===== config.mk =====
export PLATFORM = sky130hd
export DESIGN_NAME = calc1_port_driver
export DESIGN_NICKNAME = d
export VERILOG_FILES = /design/src/rtl/calc1_pkg.sv /design/src/rtl/calc1_drv_stats.sv /design/src/rtl/calc1_port_driver.sv
export SDC_FILE = /design/constraint.sdc
export NUM_CORES = 1
export LEC_CHECK = 0
export ABC_AREA = 1
export CORE_ASPECT_RATIO = 1.75
export CORE_UTILIZATION = 38
export CTS_BUF_LIST = sky130_fd_sc_hd__clkbuf_16
export DETAILED_ROUTE_END_ITERATION = 6
export HOLD_SLACK_MARGIN = 0.06
export PLACE_DENSITY = 0.89
export SYNTH_ARGS = -nofsm -noshare
export SYNTH_HDL_FRONTEND = slang
export SYNTH_HIERARCHICAL = 1
export SYNTH_SLANG_ARGS = --single-unit

===== constraint.sdc =====
create_clock -name c_clk -period 1.65 [get_ports c_clk]
set_clock_uncertainty 0.05 [all_clocks]
set_input_delay 0.165 -clock c_clk [delete_from_list [all_inputs] [get_ports c_clk]]
set_output_delay 0.165 -clock c_clk [all_outputs]
set_load 0.05 [all_outputs]

===== src/rtl/calc1_pkg.sv =====
// calc1_pkg: shared command/response codes and the port-driver state encoding.
// Used by calc1_port_driver and calc1_drv_stats.
package calc1_pkg;

    // calc1 command codes
    localparam logic [3:0] CMD_NOP = 4'd0;
    localparam logic [3:0] CMD_ADD = 4'd1;
    localparam logic [3:0] CMD_SUB = 4'd2;
    localparam logic [3:0] CMD_SHL = 4'd5;
    localparam logic [3:0] CMD_SHR = 4'd6;

    // calc1 response codes
    localparam logic [1:0] RSP_NONE = 2'd0;
    localparam logic [1:0] RSP_OK   = 2'd1;
    localparam logic [1:0] RSP_ERR  = 2'd2;
    localparam logic [1:0] RSP_INT  = 2'd3;

    // driver FSM states
    typedef enum logic [2:0] {
        ST_IDLE  = 3'd0,
        ST_SEND1 = 3'd1,
        ST_SEND2 = 3'd2,
        ST_WAIT  = 3'd3,
        ST_HOLD  = 3'd4
    } drv_state_t;

    // codes 2 and 3 both count as error responses
    function automatic logic is_err_code(input logic [1:0] code);
        return (code == RSP_ERR) || (code == RSP_INT);
    endfunction

endpackage


===== src/rtl/calc1_drv_stats.sv =====
// calc1_drv_stats: four saturating event counters for one calc1 port driver.
// Counter order in i_inc: [0]=txn, [1]=err, [2]=tmo, [3]=spur.
module calc1_drv_stats #(
    parameter int CNT_W = 16
) (
    input  logic             i_clk,
    input  logic             i_rst_n,
    input  logic [3:0]       i_inc,
    output logic [CNT_W-1:0] o_txn,
    output logic [CNT_W-1:0] o_err,
    output logic [CNT_W-1:0] o_tmo,
    output logic [CNT_W-1:0] o_spur
);

    logic [3:0][CNT_W-1:0] w_cnt;

    generate
        for (genvar gi = 0; gi < 4; gi++) begin : g_cnt
            logic [CNT_W-1:0] r_cnt;
            // saturating increment, sticks at all-ones
            always_ff @(posedge i_clk or negedge i_rst_n) begin
                if (!i_rst_n) begin
                    r_cnt <= '0;
                end else if (i_inc[gi] && (r_cnt != {CNT_W{1'b1}})) begin
                    r_cnt <= r_cnt + 1'b1;
                end
            end
            assign w_cnt[gi] = r_cnt;
        end
    endgenerate

    assign o_txn  = w_cnt[0];
    assign o_err  = w_cnt[1];
    assign o_tmo  = w_cnt[2];
    assign o_spur = w_cnt[3];

endmodule


===== src/rtl/calc1_port_driver.sv =====
// calc1_port_driver: serialises one (cmd, op1, op2) transaction onto the
// two-cycle calc1 request bus, waits for the response with a timeout and
// presents it on a valid/ready response interface.
// Optional statistics counters: define CALC1_DRV_STATS_EN.
module calc1_port_driver
    import calc1_pkg::*;
#(
    parameter int TIMEOUT_CYCLES = 64,
    parameter int CNT_W          = 16
) (
    input  logic             c_clk,
    input  logic             reset_n,
    input  logic             txn_valid,
    output logic             txn_ready,
    input  logic [3:0]       txn_cmd,
    input  logic [31:0]      txn_op1,
    input  logic [31:0]      txn_op2,
    output logic             rsp_valid,
    input  logic             rsp_ready,
    output logic [1:0]       rsp_code,
    output logic [31:0]      rsp_data,
    output logic             rsp_timeout,
    output logic [3:0]       req_cmd_out,
    output logic [31:0]      req_data_out,
    input  logic [1:0]       out_resp,
    input  logic [31:0]      out_data,
    output logic [CNT_W-1:0] stat_txn,
    output logic [CNT_W-1:0] stat_err,
    output logic [CNT_W-1:0] stat_tmo,
    output logic [CNT_W-1:0] stat_spur
);

    localparam int               TMR_W    = (TIMEOUT_CYCLES > 2) ? $clog2(TIMEOUT_CYCLES) : 1;
    localparam logic [TMR_W-1:0] TMR_LAST = TMR_W'(TIMEOUT_CYCLES - 1);

    drv_state_t       r_state;
    drv_state_t       w_state_next;
    logic             r_started;
    logic [3:0]       r_cmd;
    logic [31:0]      r_op1;
    logic [31:0]      r_op2;
    logic [TMR_W-1:0] r_timer;
    logic [1:0]       r_rsp_code;
    logic [31:0]      r_rsp_data;
    logic             r_rsp_timeout;
    logic             w_accept;
    logic             w_got_rsp;
    logic             w_tmo_hit;

    assign w_accept  = txn_valid && txn_ready;
    assign w_got_rsp = (r_state == ST_WAIT) && (out_resp != RSP_NONE);
    assign w_tmo_hit = (r_state == ST_WAIT) && (out_resp == RSP_NONE) && (r_timer == TMR_LAST);

    // state register
    always_ff @(posedge c_clk or negedge reset_n) begin
        if (!reset_n) begin
            r_state <= ST_IDLE;
        end else begin
            r_state <= w_state_next;
        end
    end

    // next-state logic; a response on the timeout edge takes priority
    always_comb begin
        w_state_next = r_state;
        case (r_state)
            ST_IDLE:  if (w_accept) w_state_next = (txn_cmd == CMD_NOP) ? ST_HOLD : ST_SEND1;
            ST_SEND1: w_state_next = ST_SEND2;
            ST_SEND2: w_state_next = ST_WAIT;
            ST_WAIT:  if (w_got_rsp || w_tmo_hit) w_state_next = ST_HOLD;
            ST_HOLD:  if (rsp_ready) w_state_next = ST_IDLE;
            default:  w_state_next = ST_IDLE;
        endcase
    end

    // outputs decoded from state; txn_ready is held low until the first edge after reset
    always_comb begin
        txn_ready    = (r_state == ST_IDLE) && r_started;
        rsp_valid    = (r_state == ST_HOLD);
        req_cmd_out  = CMD_NOP;
        req_data_out = '0;
        case (r_state)
            ST_SEND1: begin
                req_cmd_out  = r_cmd;
                req_data_out = r_op1;
            end
            ST_SEND2: req_data_out = r_op2;
            default:  ;
        endcase
    end

    // transaction latch, WAIT timer and response capture
    always_ff @(posedge c_clk or negedge reset_n) begin
        if (!reset_n) begin
            r_started     <= 1'b0;
            r_cmd         <= '0;
            r_op1         <= '0;
            r_op2         <= '0;
            r_timer       <= '0;
            r_rsp_code    <= RSP_NONE;
            r_rsp_data    <= '0;
            r_rsp_timeout <= 1'b0;
        end else begin
            r_started <= 1'b1;
            case (r_state)
                ST_IDLE: begin
                    if (w_accept) begin
                        r_cmd <= txn_cmd;
                        r_op1 <= txn_op1;
                        r_op2 <= txn_op2;
                        if (txn_cmd == CMD_NOP) begin
                            r_rsp_code    <= RSP_ERR;
                            r_rsp_data    <= '0;
                            r_rsp_timeout <= 1'b0;
                        end
                    end
                end
                ST_SEND2: r_timer <= '0;
                ST_WAIT: begin
                    if (w_got_rsp) begin
                        r_rsp_code    <= out_resp;
                        r_rsp_data    <= out_data;
                        r_rsp_timeout <= 1'b0;
                    end else if (w_tmo_hit) begin
                        r_rsp_code    <= RSP_NONE;
                        r_rsp_data    <= '0;
                        r_rsp_timeout <= 1'b1;
                    end else begin
                        r_timer <= r_timer + 1'b1;
                    end
                end
                ST_HOLD: begin
                    if (rsp_ready) begin
                        r_rsp_code    <= RSP_NONE;
                        r_rsp_data    <= '0;
                        r_rsp_timeout <= 1'b0;
                    end
                end
                default: ;
            endcase
        end
    end

    assign rsp_code    = r_rsp_code;
    assign rsp_data    = r_rsp_data;
    assign rsp_timeout = r_rsp_timeout;

`ifdef CALC1_DRV_STATS_EN
    logic [3:0] w_inc;
    assign w_inc[0] = w_accept;
    assign w_inc[1] = (w_accept && (txn_cmd == CMD_NOP)) || (w_got_rsp && is_err_code(out_resp));
    assign w_inc[2] = w_tmo_hit;
    assign w_inc[3] = (out_resp != RSP_NONE) && (r_state != ST_WAIT);

    calc1_drv_stats #(
        .CNT_W (CNT_W)
    ) u_stats (
        .i_clk   (c_clk),
        .i_rst_n (reset_n),
        .i_inc   (w_inc),
        .o_txn   (stat_txn),
        .o_err   (stat_err),
        .o_tmo   (stat_tmo),
        .o_spur  (stat_spur)
    );
`else
    assign stat_txn  = '0;
    assign stat_err  = '0;
    assign stat_tmo  = '0;
    assign stat_spur = '0;
`endif

endmodule


=== Word level (Yosys, flattened, before mapping) ===
Index checks and enable logic that the tools add are counted.

* Register bits after elaboration: 113
* Latch bits: 0
* Bits in writable memories: 0
* Memory bits (read-only): 0
* Output and inout bits: 137
* Word-level logic and storage cells: 66
* Memories kept: 0

* $add $sub $neg: 1
* $mul: 0
* Div/mod/pow operators: 0
* Order comparisons: 0
* Eq/ne operators: 12
* Shifts and indexed selects: 0
* Multiplexer cells: 28
* Bitwise logic cells: 0
* Reductions and logical operators: 16

{| class="wikitable"
|+ Operators by type and width
! operator !! number
|-
| 2-to-1 mux 32 bit || 5
|-
| case mux 32 bit (3 select lines) || 1
|-
| case mux 32 bit (2 select lines) || 1
|-
| case mux 3 bit (5 select lines) || 1
|-
| 2-to-1 mux 3 bit || 4
|-
| 2-to-1 mux 6 bit || 2
|-
| case mux 6 bit (2 select lines) || 1
|-
| 2-to-1 mux 2 bit || 5
|-
| inequality test 2 bit, second input constant || 4
|-
| adder 6 x 1 -> 6 bit, second input constant || 1
|-
| == test 3 x 2 -> 1 bit, second input constant || 2
|-
| == test 6 bit, second input constant || 1
|-
| case mux 2 bit (3 select lines) || 1
|-
| AND reduction 3 bit || 2
|-
| logical AND 1 bit || 5
|-
| 2-to-1 mux 1 bit || 5
|-
| AND reduction 5 bit || 1
|-
| zero test 4 bit || 1
|-
| 2-to-1 mux 4 bit || 1
|-
| inequality test 2 x 1 -> 1 bit, second input constant || 2
|-
| nonzero test 2 bit || 2
|-
| == test 3 x 1 -> 1 bit, second input constant || 1
|-
| == test 3 bit, second input constant || 1
|-
| zero test 3 bit || 1
|-
| other kinds (6) || 6
|}

=== Depth between registers and ports, before layout ===
* Word-level depth: 6
* Gate-level depth with buffers: 10
* Gate-level depth less buffers: 9

=== Worst setup path before layout ===
No wires, ideal clock.

* Path type: register -> output
* Start point: register r_state[2]
* End point: output req_data_out[0]
* Data arrival time: 2.021 ns
* Data required time: 1.435 ns
* Slack: -0.586 ns
* Cell stages (with the launch flop): 5
* Path buffers: 1
* Cells stage by stage: dfrtp_1 -> inv_2 -> nand3_1 -> clkbuf_1 -> o21ai_0

* Cells in the longest elaborated chain, start to end: 2
* Elaborated cells on any way between the ends: 3

{| class="wikitable"
|+ Ends and longest elaborated chain
! item !! RTL line !! text
|-
| from (decl) || calc1_port_driver.sv:36 || <nowiki>drv_state_t r_state;</nowiki>
|-
| from (signal assigned) || calc1_port_driver.sv:59 || <nowiki>r_state <= w_state_next;</nowiki>
|-
| == test 3 x 2 -> 1 bit / == test 3 x 1 -> 1 bit (equally long branches) || calc1_port_driver.sv:82 || <nowiki>case (r_state)</nowiki>
|-
| case mux 32 bit (2 select lines) * || calc1_port_driver.sv:82 ||
|-
| to (decl) || calc1_port_driver.sv:24 || <nowiki>output logic [31:0] req_data_out,</nowiki>
|}

Mark *: on every way between the ends. The rest lies on a longest branch, timed or not.

=== Final worst setup path ===
* Start point: register r_state[1]
* End point: output req_data_out[13]

Same word-level chain as after synthesis.

==> impl_metrics.py <==
metrics = {
    "pwr": {
        "p_seq_share_pct": 21.2,
        "netSwitchingPower_w": 0.00973,
        "p_leak_nw": 4.72,
        "p_clk_share_pct": 16.9,
        "p_per_area_nw_per_um2": 2230,
        "power.internal_w": 0.0114,
        "power_frac_comb_pct": 61.8,
        "swShare_pct": 46.1,
        "vdd_drop_max_v": 0.00128,
    },
    "yosys": {
        "synthXorXnorAreaFrac_pct": 0,
        "ys_warn_count": 6,
        "synth_top_area_share_pct": 51.1,
        "syn_avg_cell_area_um2": 8.19,
        "synthAdderAreaFrac_pct": 0.226,
        "synth_top_family_by_area": "simple AND/OR/NAND/NOR gates",
        "ys_types": 22,
        "synth-simple-area-share_pct": 24.3,
        "synth.area.top_cells": "dfrtp_1 51%, nand2_1 16%, buf_4 8.7%",
        "synthMuxAreaShare_pct": 0,
        "yosys_register_bits": 113,
        "syn_inst": 675,
        "syn_area_um2": 5530,
        "yosysTopAreaCell": "dfrtp_1",
        "synth_compound_area_share_pct": 8.67,
        "ys_seq_area_share_pct": 51.1,
    },
    "sta": {
        "hold_viol": 0,
        "timing.fmax_mhz": 539,
        "slew_viol_final": 0,
        "setup_ws_ps": -206,
        "rsz0062_at_grt": "true",
        "fin_crit_ps": 1860,
        "min_period_over_period_pct": 112,
        "setup_viol": 98,
        "holdWs_ps": 135,
    },
    "clock_tree": {
        "cts_buffers": 17,
        "path_clk_slew_ps": 60,
        "clock-sinks": 113,
        "htree_levels": 4,
        "clock-root-buffer": "clkbuf_16",
        "clock_latency_ps": 400,
        "clk_path_buf_depth": 2,
        "cts_tree": "built",
    },
    "outcome": {
        "violations": "setup timing",
        "status": "finished with violations",
    },
    "grt": {
        "grt_pass1_wl_mm": 24.5,
        "grt_pass1_vias": 4997,
        "grt_max_degree": 63,
        "antenna_found_initial": 0,
        "grt_usage_pct": 21.2,
        "overflow": 0,
    },
    "detailed_routing": {
        "vias": 5207,
        "routed_wl_mm": 18.2,
        "wl_per_cell_um": 16.8,
        "firstDrtPassIters": 4,
        "vias_per_cell": 4.80,
        "drtIter0Drc": 170,
        "ant_nets": 0,
        "route.detailed.drc": 0,
    },
    "die": {
        "die_w_um": 93.2,
        "core_um2": 14300,
        "fp-row-count": 58,
        "io_pins": 243,
        "die_y_um": 162,
        "die_area_um2": 15100,
        "start_util_pct": 38.7,
    },
    "worst_setup_path": {
        "path_cells": "inv_1, nand3_2, buf_12, o21ai_4, buf_12",
        "crit_required_ps": 1430,
        "slowest_stage": "dfrtp_2",
        "cpPeakStageDelay_ps": 440,
        "path_class": "reg -> out",
        "cp_common_cell": "buf_12",
        "crit_arrival_ps": 1640,
        "crit_family": "buffers and inverters",
        "critPathBufInv": 3,
        "start_kind": "flop",
        "crit_path_max_fanout": 19,
        "worstSetupEndpointType": "output pin",
    },
    "worst_hold_path": {
        "hold_path.class": "in -> async",
    },
    "place": {
        "io_buffers": 178,
        "hpwlAfterDp_mm": 10.5,
        "gp_congestion": 0.794,
        "pre_cts_ws_ps": -18.4,
    },
    "layout": {
        "diodes": 0,
        "finish.utilization_pct": 66.2,
        "fin_nets": 999,
        "area_growth_pct": 71.2,
        "drive_above_1_share_pct": 34.4,
    },
    "job": {
        "drv_cap": 0,
    },
}
[through the flow]
stage	cell area [µm²]	TNS [ps]	total power (W)	cells
after floorplan	5870	-4350	0.0107	738
after global placement	7770	0	0.0150	1019
after detailed placement	7770	-171	0.0152	1019
after CTS	8730	-8230	0.0199	1065
after global routing	9470	-18530	0.0220	1085
final	9470	-10030	0.0211	1085
[registers in the layout, summed over array words and instances, names as in the netlist, 2 cells and up]
name and count:
r_timer 6, r_op2 32, rsp_data 32, rsp_code 2, r_op1 32, r_cmd 4, r_state 3
[cells in the mapped netlist]
master    number
nand3_4        1
dfrtp_1      113
nand2_1      229
o21ai_0       37
nor2_1        54
buf_4         64
nor2_4         2
buf_6          7
nand4_1        3
nand2_2        2
buf_1          1
a21oi_1       19
inv_2          2
nor3_1         1
ha_1           1
nand3_1       41
a21oi_2       22
a31oi_1        1
conb_1         2
inv_1         51
buf_2         12
clkbuf_1      10
[cells in the final DEF, fill, tap and decap left out, types with 2 or more instances in the layout]
cell	n
nand2_1	195
dfrtp_1	112
clkdlybuf4s50_1	103
conb_1	65
buf_12	52
inv_1	48
buf_4	47
nand3_1	38
nor2_2	29
a21oi_2	27
clkbuf_16	26
nand2_2	23
o21ai_2	19
nor2_4	17
nand2_4	13
o21ai_4	13
a21oi_1	12
nor2_1	10
buf_6	8
o21ai_0	5
clkinv_4	5
inv_2	4
inv_6	4
buf_16	4
nand4_1	3
nand3_2	2
nand3_4	2
nand2_8	2
a21oi_4	2
clkinvlp_4	2
inv_8	2
buf_8	2
[worst reg2reg max path: stages, from the launching register on]
cell and delay, ps:
dfrtp_1 390, inv_2 100, buf_4 150, nand3_1 170, nand2_1 110, nand2_1 70, inv_2 80, nand3_4 180
buf_12 210, nand2_1 60, nand2_1 60
[cells by family (layout without fill, tap and decap cells)]
logic type	Yosys count	in the layout
fa+ha+maj	1	1
simple gates	333	335
other cells	2	65
compound gates	79	79
flops	113	113
buf+inv	147	312
[routing by layer]
| layer | track usage, % | up-vias | share of wire [%] |
|---|---|---|---|
| li1 | - | 2425 | - |
| met2 | 40.0 | 254 | 56 |
| met1 | 21.7 | 2490 | 35 |
| met4 | 8.74 | 0 | 3.3 |
| met3 | 5.08 | 38 | 5.7 |
| met5 | 0 | - | 0 |
[worst paths after layout]
path,startpoint,end,cells after the start,slack [ps]
worst min register to register,rsp_data[14],rsp_data[14],2,420
min in group c_clk,out_data[5],rsp_data[5],3,240
worst max register to register,r_state[2],rsp_data[17],10,-100
max in group asynchronous,reset_n,r_op1[29],3,810
worst min-delay path,reset_n,rsp_data[19],2,140
worst max-delay path,r_state[1],req_data_out[13],5,-210
[final cells by class]
class	count	area (µm²)
tap	180	225
fill	1083	4830
clock buffer	17	425
timing repair buffer	227	2900
multi-input combinational	480	2740
inverter	53	201
clock inverter	15	151
sequential	113	2830
[power by group through the flow]
stage / combinational (W) / clock (W) / sequential [W]
floorplan: 0.00550 / 0 / 0.00523
global placement: 0.0106 / 0 / 0.00435
detailed placement: 0.0108 / 0 / 0.00440
CTS: 0.0119 / 0.00362 / 0.00440
global route: 0.0137 / 0.00374 / 0.00458
finish: 0.0131 / 0.00357 / 0.00448
[repair_timing]
action | CTS | global route
hold buffers | 1 | 0
endpoints found under the setup margin | 37 | 148
hold endpoints to repair | 113 | 0
resized for setup | 45 | 114
buffers inserted | 9 | 4
pin swaps | 2 | 3
gates cloned | 4 | 18
(Power assumes the default switching activity.)
